**src/rtl/fetch_sequencer_if.sv**
```systemverilog
// Signal bundle between the fetch sequencer and its program memory / datapath.
// The master side is the sequencer; the slave side is the memory, PC and datapath.
interface fetch_sequencer_if;
   logic [15:0] instr_in;
   logic [4:0]  flags;
   logic        exec_done;
   logic        mem_re;
   logic        pc_run;
   logic        pc_enable;
   logic [7:0]  pc_increase;
   logic [15:0] ir_out;
   logic        ir_valid;
   logic        halted;

   modport master (
      input  instr_in, flags, exec_done,
      output mem_re, pc_run, pc_enable, pc_increase, ir_out, ir_valid, halted
   );

   modport slave (
      output instr_in, flags, exec_done,
      input  mem_re, pc_run, pc_enable, pc_increase, ir_out, ir_valid, halted
   );
endinterface

```
**src/rtl/fetch_sequencer.sv**
```systemverilog
// Moore instruction sequencer: fetch, latch, execute, advance the program counter.
// Every output is a register loaded from the next-state decode.
module fetch_sequencer (
   input  logic              Clock,
   input  logic              Reset,
   fetch_sequencer_if.master bus
);

   typedef enum logic [2:0] {
      S_FETCH,
      S_LATCH,
      S_EXEC,
      S_ADVANCE,
      S_HALT
   } state_e;

   localparam logic [3:0] OPC_BRANCH = 4'b1100;
   localparam logic [7:0] STEP_ONE   = 8'h01;

   state_e      state_q, state_d;
   logic        mem_re_q, mem_re_d;
   logic        pc_enable_q, pc_enable_d;
   logic [7:0]  pc_increase_q, pc_increase_d;
   logic [15:0] ir_q, ir_d;
   logic        ir_valid_q, ir_valid_d;
   logic        halted_q, halted_d;
   logic        pc_run_q;

   logic        is_branch;
   logic        taken;
   logic [7:0]  step;

   // flags packing is {N,Z,F,L,C}
   function automatic logic cond_met(input logic [3:0] cc, input logic [4:0] f);
      logic n, z, fl, l, c;
      {n, z, fl, l, c} = f;
      case (cc)
         4'h0:    cond_met = z;
         4'h1:    cond_met = !z;
         4'h2:    cond_met = c;
         4'h3:    cond_met = !c;
         4'h4:    cond_met = l;
         4'h5:    cond_met = !l;
         4'h6:    cond_met = n;
         4'h7:    cond_met = !n;
         4'h8:    cond_met = fl;
         4'h9:    cond_met = !fl;
         4'hA:    cond_met = !l && !z;
         4'hB:    cond_met = l || z;
         4'hC:    cond_met = !n && !z;
         4'hD:    cond_met = n || z;
         4'hE:    cond_met = 1'b1;
         default: cond_met = 1'b0;
      endcase
   endfunction

   assign is_branch = (ir_q[15:12] == OPC_BRANCH);
   assign taken     = is_branch && cond_met(ir_q[11:8], bus.flags);
   assign step      = taken ? ir_q[7:0] : STEP_ONE;

   always_comb begin
      // NOTE: every signal gets a default before the case so no path leaves one unassigned (no latches).
      state_d = state_q;
      ir_d    = ir_q;

      case (state_q)
         // mem_re_q low in FETCH only on the first cycle out of reset: issue the read next cycle
         S_FETCH:   if (mem_re_q) state_d = S_LATCH;
         S_LATCH: begin
            state_d = S_EXEC;
            ir_d    = bus.instr_in;
         end
         S_EXEC: begin
            if (is_branch) begin
               state_d = (taken && (ir_q[7:0] == 8'h00)) ? S_HALT : S_ADVANCE;
            end else if (bus.exec_done) begin
               state_d = S_ADVANCE;
            end
         end
         S_ADVANCE: state_d = S_FETCH;
         S_HALT:    state_d = S_HALT;
         default:   state_d = S_FETCH;
      endcase

      mem_re_d      = (state_d == S_FETCH);
      ir_valid_d    = (state_d == S_EXEC);
      pc_enable_d   = (state_d == S_ADVANCE);
      pc_increase_d = (state_d == S_ADVANCE) ? step : 8'h00;
      halted_d      = (state_d == S_HALT);
   end

   // NOTE: sequential state uses non-blocking assignments so all registers update together.
   always_ff @(posedge Clock) begin
      if (Reset) begin
         state_q       <= S_FETCH;
         mem_re_q      <= 1'b0;
         pc_enable_q   <= 1'b0;
         pc_increase_q <= 8'h00;
         ir_q          <= 16'h0000;
         ir_valid_q    <= 1'b0;
         halted_q      <= 1'b0;
         pc_run_q      <= 1'b0;
      end else begin
         state_q       <= state_d;
         mem_re_q      <= mem_re_d;
         pc_enable_q   <= pc_enable_d;
         pc_increase_q <= pc_increase_d;
         ir_q          <= ir_d;
         ir_valid_q    <= ir_valid_d;
         halted_q      <= halted_d;
         pc_run_q      <= 1'b1;
      end
   end

   assign bus.mem_re      = mem_re_q;
   assign bus.pc_run      = pc_run_q;
   assign bus.pc_enable   = pc_enable_q;
   assign bus.pc_increase = pc_increase_q;
   assign bus.ir_out      = ir_q;
   assign bus.ir_valid    = ir_valid_q;
   assign bus.halted      = halted_q;

endmodule

```
**src/flat_wrapper.sv**
```systemverilog
// flat-port wrapper written by rule: the top's interface ports become plain ports
module fetch_sequencer_flat 
  (Clock, Reset, bus_instr_in, bus_flags, bus_exec_done, bus_mem_re, bus_pc_run, bus_pc_enable, bus_pc_increase, bus_ir_out, bus_ir_valid, bus_halted);
  fetch_sequencer_if bus_i ();
  input  logic Clock;
  input  logic Reset;
  input wire logic [$bits(bus_i.instr_in)-1:0] bus_instr_in;
  input wire logic [$bits(bus_i.flags)-1:0] bus_flags;
  input wire logic [$bits(bus_i.exec_done)-1:0] bus_exec_done;
  output wire logic [$bits(bus_i.mem_re)-1:0] bus_mem_re;
  output wire logic [$bits(bus_i.pc_run)-1:0] bus_pc_run;
  output wire logic [$bits(bus_i.pc_enable)-1:0] bus_pc_enable;
  output wire logic [$bits(bus_i.pc_increase)-1:0] bus_pc_increase;
  output wire logic [$bits(bus_i.ir_out)-1:0] bus_ir_out;
  output wire logic [$bits(bus_i.ir_valid)-1:0] bus_ir_valid;
  output wire logic [$bits(bus_i.halted)-1:0] bus_halted;
  assign bus_i.instr_in = bus_instr_in;
  assign bus_i.flags = bus_flags;
  assign bus_i.exec_done = bus_exec_done;
  assign bus_mem_re = bus_i.mem_re;
  assign bus_pc_run = bus_i.pc_run;
  assign bus_pc_enable = bus_i.pc_enable;
  assign bus_pc_increase = bus_i.pc_increase;
  assign bus_ir_out = bus_i.ir_out;
  assign bus_ir_valid = bus_i.ir_valid;
  assign bus_halted = bus_i.halted;
  fetch_sequencer u_core (.Clock(Clock), .Reset(Reset), .bus(bus_i));
endmodule
```
**config.mk**
```make
export PLATFORM = sky130hd
export DESIGN_NAME = fetch_sequencer_flat
export DESIGN_NICKNAME = d
export VERILOG_FILES = /design/src/rtl/fetch_sequencer_if.sv /design/src/rtl/fetch_sequencer.sv /design/src/flat_wrapper.sv
export SDC_FILE = /design/constraint.sdc
export NUM_CORES = 1
export LEC_CHECK = 0
export ABC_AREA = 1
export BUFFER_PORTS_ARGS = -buffer_cell sky130_fd_sc_hd__buf_2
export CAP_MARGIN = 10
export CORE_MARGIN = 4
export CORE_UTILIZATION = 43
export DETAILED_ROUTE_END_ITERATION = 16
export HOLD_SLACK_MARGIN = 0.15
export PLACE_DENSITY = 0.75
export SETUP_SLACK_MARGIN = 0.5
export SLEW_MARGIN = 40
export SYNTH_ARGS = -nofsm -noshare
export SYNTH_HDL_FRONTEND = slang
export SYNTH_SLANG_ARGS = --single-unit
```
**constraint.sdc**
```tcl
create_clock -name Clock -period 1.5 [get_ports Clock]
set_input_delay 0.3 -clock Clock [delete_from_list [all_inputs] [get_ports Clock]]
set_output_delay 0.3 -clock Clock [all_outputs]
set_load 0.01 [all_outputs]
```
**After elaboration in Yosys (flattened, before gate mapping)**

Cells that the tools add are included.

- Reduce and logical (&&, ||, !) cells: 17
- Equal/unequal tests: 21
- Order comparisons: 0
- Div/mod/pow operators: 0
- $add $sub $neg: 0
- Bitwise operators: 2
- Multiplexer cells: 8
- Multiply operators: 0
- Shift operators: 0

Operators by type and width:

| cell | count |
|---|---|
| $eq 4x4->1 const B | 8 |
| $eq 4x3->1 const B | 4 |
| $pmux 1 s15 | 1 |
| $mux 3 | 4 |
| $pmux 3 s4 | 1 |
| $eq 3x2->1 const B | 3 |
| $eq 4x2->1 const B | 2 |
| $logic_not 8->1 | 1 |
| $eq 3x3->1 const B | 2 |
| $logic_not 3->1 | 2 |
| $logic_not 1->1 | 5 |
| $eq 4x1->1 const B | 1 |
| $logic_and 1x1->1 | 4 |
| $logic_not 4->1 | 1 |
| $eq 3x1->1 const B | 1 |
| $reduce_or 3->1 | 1 |
| $logic_or 1x1->1 | 2 |
| $mux 1 | 2 |
| $not 1->1 | 2 |
| $reduce_or 2->1 | 1 |

- Logic and storage cells: 57
- Memory bits (read-only): 0
- Register bits: 32
- Output and inout bits: 29
- Input bits: 24
- Latch bits: 0
- Memories: 0
- Memory bits (writable): 0

**Longest topological paths before layout**

Gate-level depths: netlist of the first run.

- Depth after elaboration: 11
- Mapped depth: 14
- Gate-level depth less buffers: 14

**Least setup slack after synthesis of the first run**

OpenSTA, ideal clock, no wires.

- Path type: reg2reg
- From: register u_core.ir_q[8], in the netlist u_core.bus.ir_out[8]
- To: register u_core.mem_re_q, in the netlist u_core.bus.mem_re
- Period minus slack after synthesis: 1.591 ns
- Setup time: 0.112 ns
- Setup slack: -0.091 ns
- Cell stages (with the launch flop): 14
- Arrival time: 1.478 ns
- Data required time: 1.388 ns
- Path buffers: 0
- Path through: dfxtp_1 > inv_2 > nor2_4 > nand2_1 > nand2_1 > nand3_2 > nand2_1 > nand2_1 > nor2_2 > o21ai_2 > nand2_2 > nand2_2 > nand3_2 > nor2_1

- Word-level cells in the longest chain between the ends: 8
- Elaborated cells on any way between the ends: 22
- Those cells by class: eq/ne (14); mux (4); reduce/logical (4)

RTL lines:

| what | line | source |
|---|---|---|
| from (decl) | fetch_sequencer.sv:24 | `logic [15:0] ir_q, ir_d;` |
| from (signal assigned) | fetch_sequencer.sv:108 | `ir_q <= ir_d;` |
| $eq 4x4->1 (tied with other cells) | fetch_sequencer.sv:37 | `case (cc)` |
| $pmux 1 s15 (*) | fetch_sequencer.sv:37 |  |
| $logic_and 1x1->1 (*) | fetch_sequencer.sv:58 | `assign taken = is_branch && cond_met(ir_q[11:8], bus.flags);` |
| $logic_and 1x1->1 (*) | fetch_sequencer.sv:75 | `state_d = (taken && (ir_q[7:0] == 8'h00)) ? S_HALT : S_ADVANCE;` |
| $mux 3 (*) | fetch_sequencer.sv:75 |  |
| $mux 3 (*) | fetch_sequencer.sv:74 | `if (is_branch) begin` |
| $pmux 3 s4 (*) | fetch_sequencer.sv:66 | `case (state_q)` |
| $logic_not 3->1 (*) | fetch_sequencer.sv:85 | `mem_re_d = (state_d == S_FETCH);` |
| to (signal assigned) | fetch_sequencer.sv:105 | `mem_re_q <= mem_re_d;` |
| to (decl) | fetch_sequencer.sv:21 | `logic mem_re_q, mem_re_d;` |

Mark *: on every way between the ends. The rest lies on a longest branch, timed or not.
A chain may end at the register's enable or synchronous reset.

**Worst setup path in the final report of the first run**

- From: register u_core.ir_q[8], in the netlist u_core.bus.ir_out[8]
- To: register u_core.ir_valid_q, in the netlist u_core.bus.ir_valid

- Word-level cells in the longest chain between the ends: 8
- Elaborated cells on any way between the ends: 22
- Those cells by class: eq/ne (15); mux (4); reduce/logical (3)

RTL lines:

| what | line | source |
|---|---|---|
| $eq 4x4->1 (tied with other cells) | fetch_sequencer.sv:37 |  |
| $pmux 1 s15 (*) | fetch_sequencer.sv:37 |  |
| $logic_and 1x1->1 (*) | fetch_sequencer.sv:58 |  |
| $logic_and 1x1->1 (*) | fetch_sequencer.sv:75 |  |
| $mux 3 (*) | fetch_sequencer.sv:75 |  |
| $mux 3 (*) | fetch_sequencer.sv:74 |  |
| $pmux 3 s4 (*) | fetch_sequencer.sv:66 |  |
| $eq 3x2->1 (*) | fetch_sequencer.sv:86 | `ir_valid_d = (state_d == S_EXEC);` |
| to (signal assigned) | fetch_sequencer.sv:109 | `ir_valid_q <= ir_valid_d;` |
| to (decl) | fetch_sequencer.sv:25 | `logic ir_valid_q, ir_valid_d;` |

Marked as above.

==> results of run 1 <==
[per-stage QoR]
step	std cells	setup TNS (ns)
after floorplan	187	0
after global placement	284	-0.192
after detailed placement	284	-0.473
after CTS	296	-0.416
after global routing	302	-2.72
final	302	-1.11
[worst min-delay path by stage]
stage | end | slack (ns)
2_1_floorplan | u_core.bus.ir_out[0] | 0.47
3_3_place_gp | u_core.bus.pc_increase[1] | 0.47
3_5_place_dp | u_core.bus.pc_increase[1] | 0.47
4_1_cts | u_core.bus.ir_out[15] | 0.19
5_1_grt | u_core.bus.ir_out[12] | 0.21
6_report | u_core.bus.ir_out[12] | 0.20
[cell usage after synthesis]
cell type,number
nand3_2,3
nand2_2,2
nand4_1,2
nor3_2,1
clkbuf_1,5
nand3b_1,2
inv_1,23
nor2_4,1
inv_2,2
nand4_4,1
dfxtp_1,32
and3_1,1
nand3_1,15
o21ai_0,18
a21oi_1,16
o21ai_2,1
nand2_1,26
nor3_1,2
nor2_1,32
nor2_2,2
[sequential cells by signal (all words and copies together), names as in the netlist]
register / flops
u_core.state_q: 3
u_core.bus.mem_re: 1
u_core.bus.ir_valid: 1
u_core.bus.pc_increase: 8
u_core.bus.halted: 1
u_core.bus.pc_run: 1
u_core.bus.pc_enable: 1
u_core.bus.ir_out: 16
[kinds of logic (layout without fill, tap and decap cells)]
family                 Yosys count  in the layout  share of synthesized area
and+or+nand+nor                 90             90                      0.318
AOI/OAI and AO/OA               35             35                      0.131
DFF                             32             32                      0.469
buffers and inverters           30            101                     0.0824
[layer usage]
metal | vias up | track usage | share of wire
met1 | 675 | 0.229 | 0.41
met2 | 58 | 0.311 | 0.49
li1 | 747 | - | -
met4 | 0 | 0.0633 | 0.0091
met5 | - | 0 | 0
met3 | 6 | 0.0685 | 0.091
[worst min-delay path, stage by stage]
cell and delay, ns:
buf_2 0.07, o21ai_0 0.07, nor2_1 0.07
[repair_timing]
action | 4_1_cts | 5_1_grt
hold buffers | 0 | 0
gates resized for setup | 42 | 32
setup buffers | 4 | 6
endpoints found under the setup margin | 60 | 60
pin swaps | 0 | 6
[power by group]
| group | internal, mW | total (mW) | switching, mW | leakage [nW] |
|---|---|---|---|---|
| sequential | 0.982 | 1.10 | 0.119 | 0.271 |
| clock | 0.282 | 0.590 | 0.308 | 0.0437 |
| combinational | 0.476 | 0.972 | 0.495 | 0.703 |
[cell type report]
class	instances	share of cell area
multi-input combinational	125	0.325
sequential	32	0.319
timing repair buffer	68	0.251
inverter	25	0.0451
clock buffer	6	0.0293
tap	44	0.0258
clock inverter	2	0.00528
==> results.py, run 1 <==
metrics = {
    "drt": {
        "ant_nets": 0,
        "dr_total_vias": 1486,
        "route.detailed.drc": 0,
        "post_drt_wl_per_cell_um": 12.8,
        "first_pass_iters": 4,
        "routed_wl_mm": 3.86,
        "vias_per_cell": 4.92,
        "initialDrtViolationCount": 55,
    },
    "final_layout": {
        "stdcell_area_um2": 2130,
        "final_core_util": 0.699,
        "final_nets": 281,
        "syn2layout_area_growth_pct": 56.2,
        "regArea_um2": 681,
        "multiInputGateArea_um2": 693,
        "n_antenna_cell": 0,
        "nFillCells": 268,
        "drive_gt1_frac": 0.523,
        "layout_common_cells": "buf_2 (32), nor2_1 (28), buf_6 (24)",
        "layout_commonest_cell": "buf_2",
    },
    "pwr": {
        "p_per_area_nw_per_um2": 1250,
        "leakage_nw": 1.02,
        "fin_total_pwr_mw": 2.66,
        "irDropWorstVdd_v": 0.000641,
    },
    "status": {
        "status": "complete, but fails checks",
        "violations": "setup timing",
    },
    "clocking": {
        "cts-htree-levels": 2,
        "cts_tree": "built",
        "path_clk_slew_ns": 0.10,
        "cts_buffers": 5,
        "clock_path_buffers": 2,
        "clk-insertion-delay-late_ns": 0.34,
        "clock_sinks": 32,
        "root_buffer": "clkbuf_4",
    },
    "sta": {
        "worstMarginPinSlew_ns": 0.305,
        "finalMaxSlewViolations": 0,
        "rsz0062_at_grt": "yes",
        "timing.fmax_ghz": 0.609,
        "setup_viol": 13,
        "fin_worst_skew_ns": 0.0121,
        "whs_ns": 0.201,
        "fin_crit_sh": 1.09,
        "relSlewSlack": 0.797,
        "min_period_ns": 1.64,
        "setup_slack_ns": -0.141,
        "hold_viol": 0,
    },
    "critical_path": {
        "path_buf_inv": 1,
        "cp-start-kind": "register",
        "cp-endpoint": "u_core.bus.ir_valid",
        "crit_chain": "buf_4 > nor2_4 > nand3_1 > nand2_1 > nand2_1 > nand3_2 > nor2_4 > o21ai_2 > nand2_2 > nand2_2 > nand3_2 > nor2_1",
        "r2r-end": "u_core.bus.ir_valid",
        "slowest_stage": "dfxtp_4",
        "arrival_ns": 1.92,
        "path_class": "register to register",
        "r2r-start": "u_core.bus.ir_out[8]",
        "worstPathRequired_ns": 1.78,
        "critPathTopFamily": "simple AND/OR/NAND/NOR gates",
        "end_kind": "register",
        "worst-path-max-fanout": 5,
        "worst-r2r-cell-count": 12,
        "crit_path_start": "u_core.bus.ir_out[8]",
        "worst-path-stages": 12,
        "rrSetupSlack_ns": -0.14,
        "crit_path_max_incr_delay_ns": 0.39,
    },
    "min_path": {
        "hold_class": "input pin to register",
        "min_from": "bus_instr_in[12]",
        "whs_path_depth": 3,
    },
    "placement": {
        "dpl_cell_area_um2": 1740,
        "io_buffers": 52,
        "place.gp.congestion": 0.863,
        "hpwl_mm": 2.51,
        "preCtsSetupSlack_ns": -0.0608,
    },
    "logic_synthesis": {
        "synth_seq_cells": 32,
        "synth_top_cell_by_area": "dfxtp_1",
        "ys_types": 20,
        "synth.yosys.warnings": 0,
        "syn_area_um2": 1370,
        "synth_top_area_frac": 0.469,
        "avgSynthCellArea_um2": 7.31,
        "syn_nets": 211,
        "ys_seq_area_frac": 0.469,
        "syn_inst": 187,
        "yosys-top-cells-area": "dfxtp_1 (47%), nor2_1 (8.8%), nand2_1 (7.1%)",
    },
    "global_routing": {
        "grt_pass1_vias": 1388,
        "grt.total_usage": 0.190,
        "grt_pass1_wl_mm": 6.04,
        "grt_max_degree": 19,
        "overflow": 0,
        "antenna_found_initial": 0,
    },
    "floorplan": {
        "initial_core_util": 0.448,
        "num_rows": 20,
        "die-area_um2": 4140,
        "die_x_um": 64.4,
        "die_h_um": 64.4,
        "coreArea_um2": 3050,
        "ios": 53,
    },
    "run": {
        "max-cap-violations": 0,
    },
}
No activity file was read; power rests on OpenSTA's default activity.
==> run 2, diff against run 1 <==
--- a/config.mk
+++ b/config.mk
@@ -14,2 +14,3 @@
 export HOLD_SLACK_MARGIN = 0.15
+export MAX_ROUTING_LAYER = met4
 export PLACE_DENSITY = 0.75
==> constraint.sdc (replaced) <==
create_clock -name Clock -period 1.5 [get_ports Clock]
set_input_delay 0.15 -clock Clock [delete_from_list [all_inputs] [get_ports Clock]]
set_output_delay 0.15 -clock Clock [all_outputs]
set_load 0.01 [all_outputs]
==> run 2 against run 1 <==
The flow still finishes with violations (setup timing). Core utilization increased by 4.7 points. Sequential cell count stayed put. Maximum frequency increased by 0.34%. Sequential share of layout area is 2.5 points lower. Combinational power increased by 0.8%. Clock power grew 13%. Non-clock buffer count increased by 22. Die area unchanged. Count of clock-buffer cells in the layout up 2. First-iteration DRC count grew 47%. Largest power group unchanged.
==> results.py, run 2 (synthesis results as in run 1) <==
metrics = {
    "clocking": {
        "cts_tree": "built",
        "clk-insertion-delay-late_ns": 0.34,
        "root_buffer": "clkbuf_4",
        "path_clk_slew_ns": 0.09,
        "cts-htree-levels": 2,
        "clock_path_buffers": 2,
        "clock_sinks": 32,
        "cts_buffers": 5,
    },
    "drt": {
        "routed_wl_mm": 4.12,
        "dr_total_vias": 1565,
        "post_drt_wl_per_cell_um": 12.7,
        "route.detailed.drc": 0,
        "first_pass_iters": 4,
        "initialDrtViolationCount": 81,
        "vias_per_cell": 4.83,
        "ant_nets": 0,
    },
    "critical_path": {
        "cp-endpoint": "u_core.state_q[1]",
        "r2r-end": "u_core.state_q[1]",
        "critPathTopFamily": "simple AND/OR/NAND/NOR gates",
        "end_kind": "register",
        "crit_path_max_incr_delay_ns": 0.43,
        "worst-path-stages": 13,
        "slowest_stage": "dfxtp_4",
        "worst-path-max-fanout": 7,
        "cp-start-kind": "register",
        "path_class": "register to register",
        "arrival_ns": 1.87,
        "rrSetupSlack_ns": -0.14,
        "r2r-start": "u_core.bus.ir_out[8]",
        "path_buf_inv": 2,
        "cpMostUsedCell": "nand2_2",
        "crit_chain": "inv_4 > nor2_4 > nand3_1 > nand3_2 > nand2_1 > nand2_2 > nor2_4 > o21ai_2 > nand2_1 > nand2_2 > nand2_2 > inv_2 > nor2_2",
        "worst-r2r-cell-count": 13,
        "worstPathRequired_ns": 1.73,
        "crit_path_start": "u_core.bus.ir_out[8]",
    },
    "sta": {
        "fin_crit_sh": 1.09,
        "setup_viol": 13,
        "hold_viol": 0,
        "setup_slack_ns": -0.136,
        "timing.fmax_ghz": 0.611,
        "rsz0062_at_grt": "yes",
        "tns_ns": -1.20,
        "min_period_ns": 1.64,
        "finalMaxSlewViolations": 0,
        "fin_worst_skew_ns": 0.00268,
        "worstMarginPinSlew_ns": 0.284,
        "relSlewSlack": 0.810,
    },
    "global_routing": {
        "grt_pass1_wl_mm": 6.20,
        "antenna_found_initial": 0,
        "grt_pass1_vias": 1417,
        "grt_max_degree": 19,
        "overflow": 0,
        "grt.total_usage": 0.199,
    },
    "floorplan": {
        "num_rows": 20,
        "die_h_um": 64.4,
        "die-area_um2": 4140,
        "initial_core_util": 0.448,
        "coreArea_um2": 3050,
        "die_x_um": 64.4,
        "ios": 53,
    },
    "final_layout": {
        "stdcell_area_um2": 2280,
        "nFillCells": 248,
        "layout_common_cells": "buf_2 (44), nor2_1 (28), inv_1 (20)",
        "syn2layout_area_growth_pct": 66.7,
        "final_core_util": 0.746,
        "layout_commonest_cell": "buf_2",
        "drive_gt1_frac": 0.468,
        "final_nets": 303,
        "n_antenna_cell": 0,
        "regArea_um2": 669,
        "largest_register_ffs": 16,
        "multiInputGateArea_um2": 701,
    },
    "placement": {
        "dpl_cell_area_um2": 1760,
        "io_buffers": 52,
        "place.gp.congestion": 0.926,
        "hpwl_mm": 2.54,
        "preCtsSetupSlack_ns": -0.0354,
    },
    "pwr": {
        "irDropWorstVdd_v": 0.000661,
        "p_per_area_nw_per_um2": 1200,
        "leakage_nw": 1.12,
    },
    "status": {
        "violations": "setup timing",
        "status": "complete, but fails checks",
    },
    "min_path": {
        "hold_class": "input pin to register",
    },
    "run": {
        "max-cap-violations": 0,
    },
}
## run 2: cell types whose count changed in the layout (fill, tap and decap cells not counted), moves of 2 or more
cell           before  now
dfxtp_2            17   11
o21ai_0            17    2
dlygate4sd3_1       0   18
buf_4              10   15
o21ai_1             0   16
nand2_1            18   16
dfxtp_1            10   17
buf_2              32   44
clkbuf_8            0    2
buf_6              24   12
inv_2               6    3
inv_1              18   20
## run 2: area by class of cell
cell class              count  area share
clock buffers               8      0.0396
well taps                  44      0.0242
flip-flops and latches     32       0.294
multi-input cells         125       0.308
repair buffers             90       0.291
inverters                  25      0.0434
## run 2: power breakdown
part | total [mW] | switching, mW | internal (mW)
logic | 0.980 | 0.513 | 0.467
clock network | 0.666 | 0.291 | 0.375
registers | 1.08 | 0.108 | 0.976
## run 2: worst min-delay path by stage
stage | startpoint | to | slack, ns | cells after the start
after floorplan | bus_instr_in[0] | u_core.bus.ir_out[0] | 0.32 | 2
after global placement | bus_instr_in[14] | u_core.bus.ir_out[14] | 0.40 | 3
after detailed placement | bus_instr_in[13] | u_core.bus.ir_out[13] | 0.41 | 3
after CTS | Reset | u_core.bus.ir_out[5] | 0.19 | 4
after global routing | Reset | u_core.bus.ir_out[4] | 0.23 | 4
final | Reset | u_core.bus.ir_out[5] | 0.20 | 4
## run 2: timing repair
action | 4_1_cts | 5_1_grt
gates resized for setup | 30 | 36
pin swaps | 1 | 2
endpoints found under the setup margin | 39 | 44
hold endpoints to repair | 22 | 0
buffers inserted | 7 | 4
hold buffers | 18 | 0
## run 2: metrics by stage
stage	hold WS, ns	std cells	power [mW]
after floorplan	0.317	187	1.53
after global placement	0.402	287	1.77
after detailed placement	0.409	287	1.78
after CTS	0.190	320	2.61
after global routing	0.228	324	2.90
final	0.204	324	2.73
## run 2: worst reg2reg max path, delay by kind of cell (launching register included)
kind,cells,cell delay (ns)
flip-flops,1,0.43
buffers and inverters,2,0.12
AO/OA/AOI/OAI,1,0.14
AND/OR/NAND/NOR,10,0.84
## run 2: metal layers
metal	global-route usage	vias up	share of wire
met5	-	-	0
met4	0.0818	0	0.024
met3	0.0580	13	0.076
met2	0.334	58	0.51
met1	0.222	707	0.39
li1	-	787	-
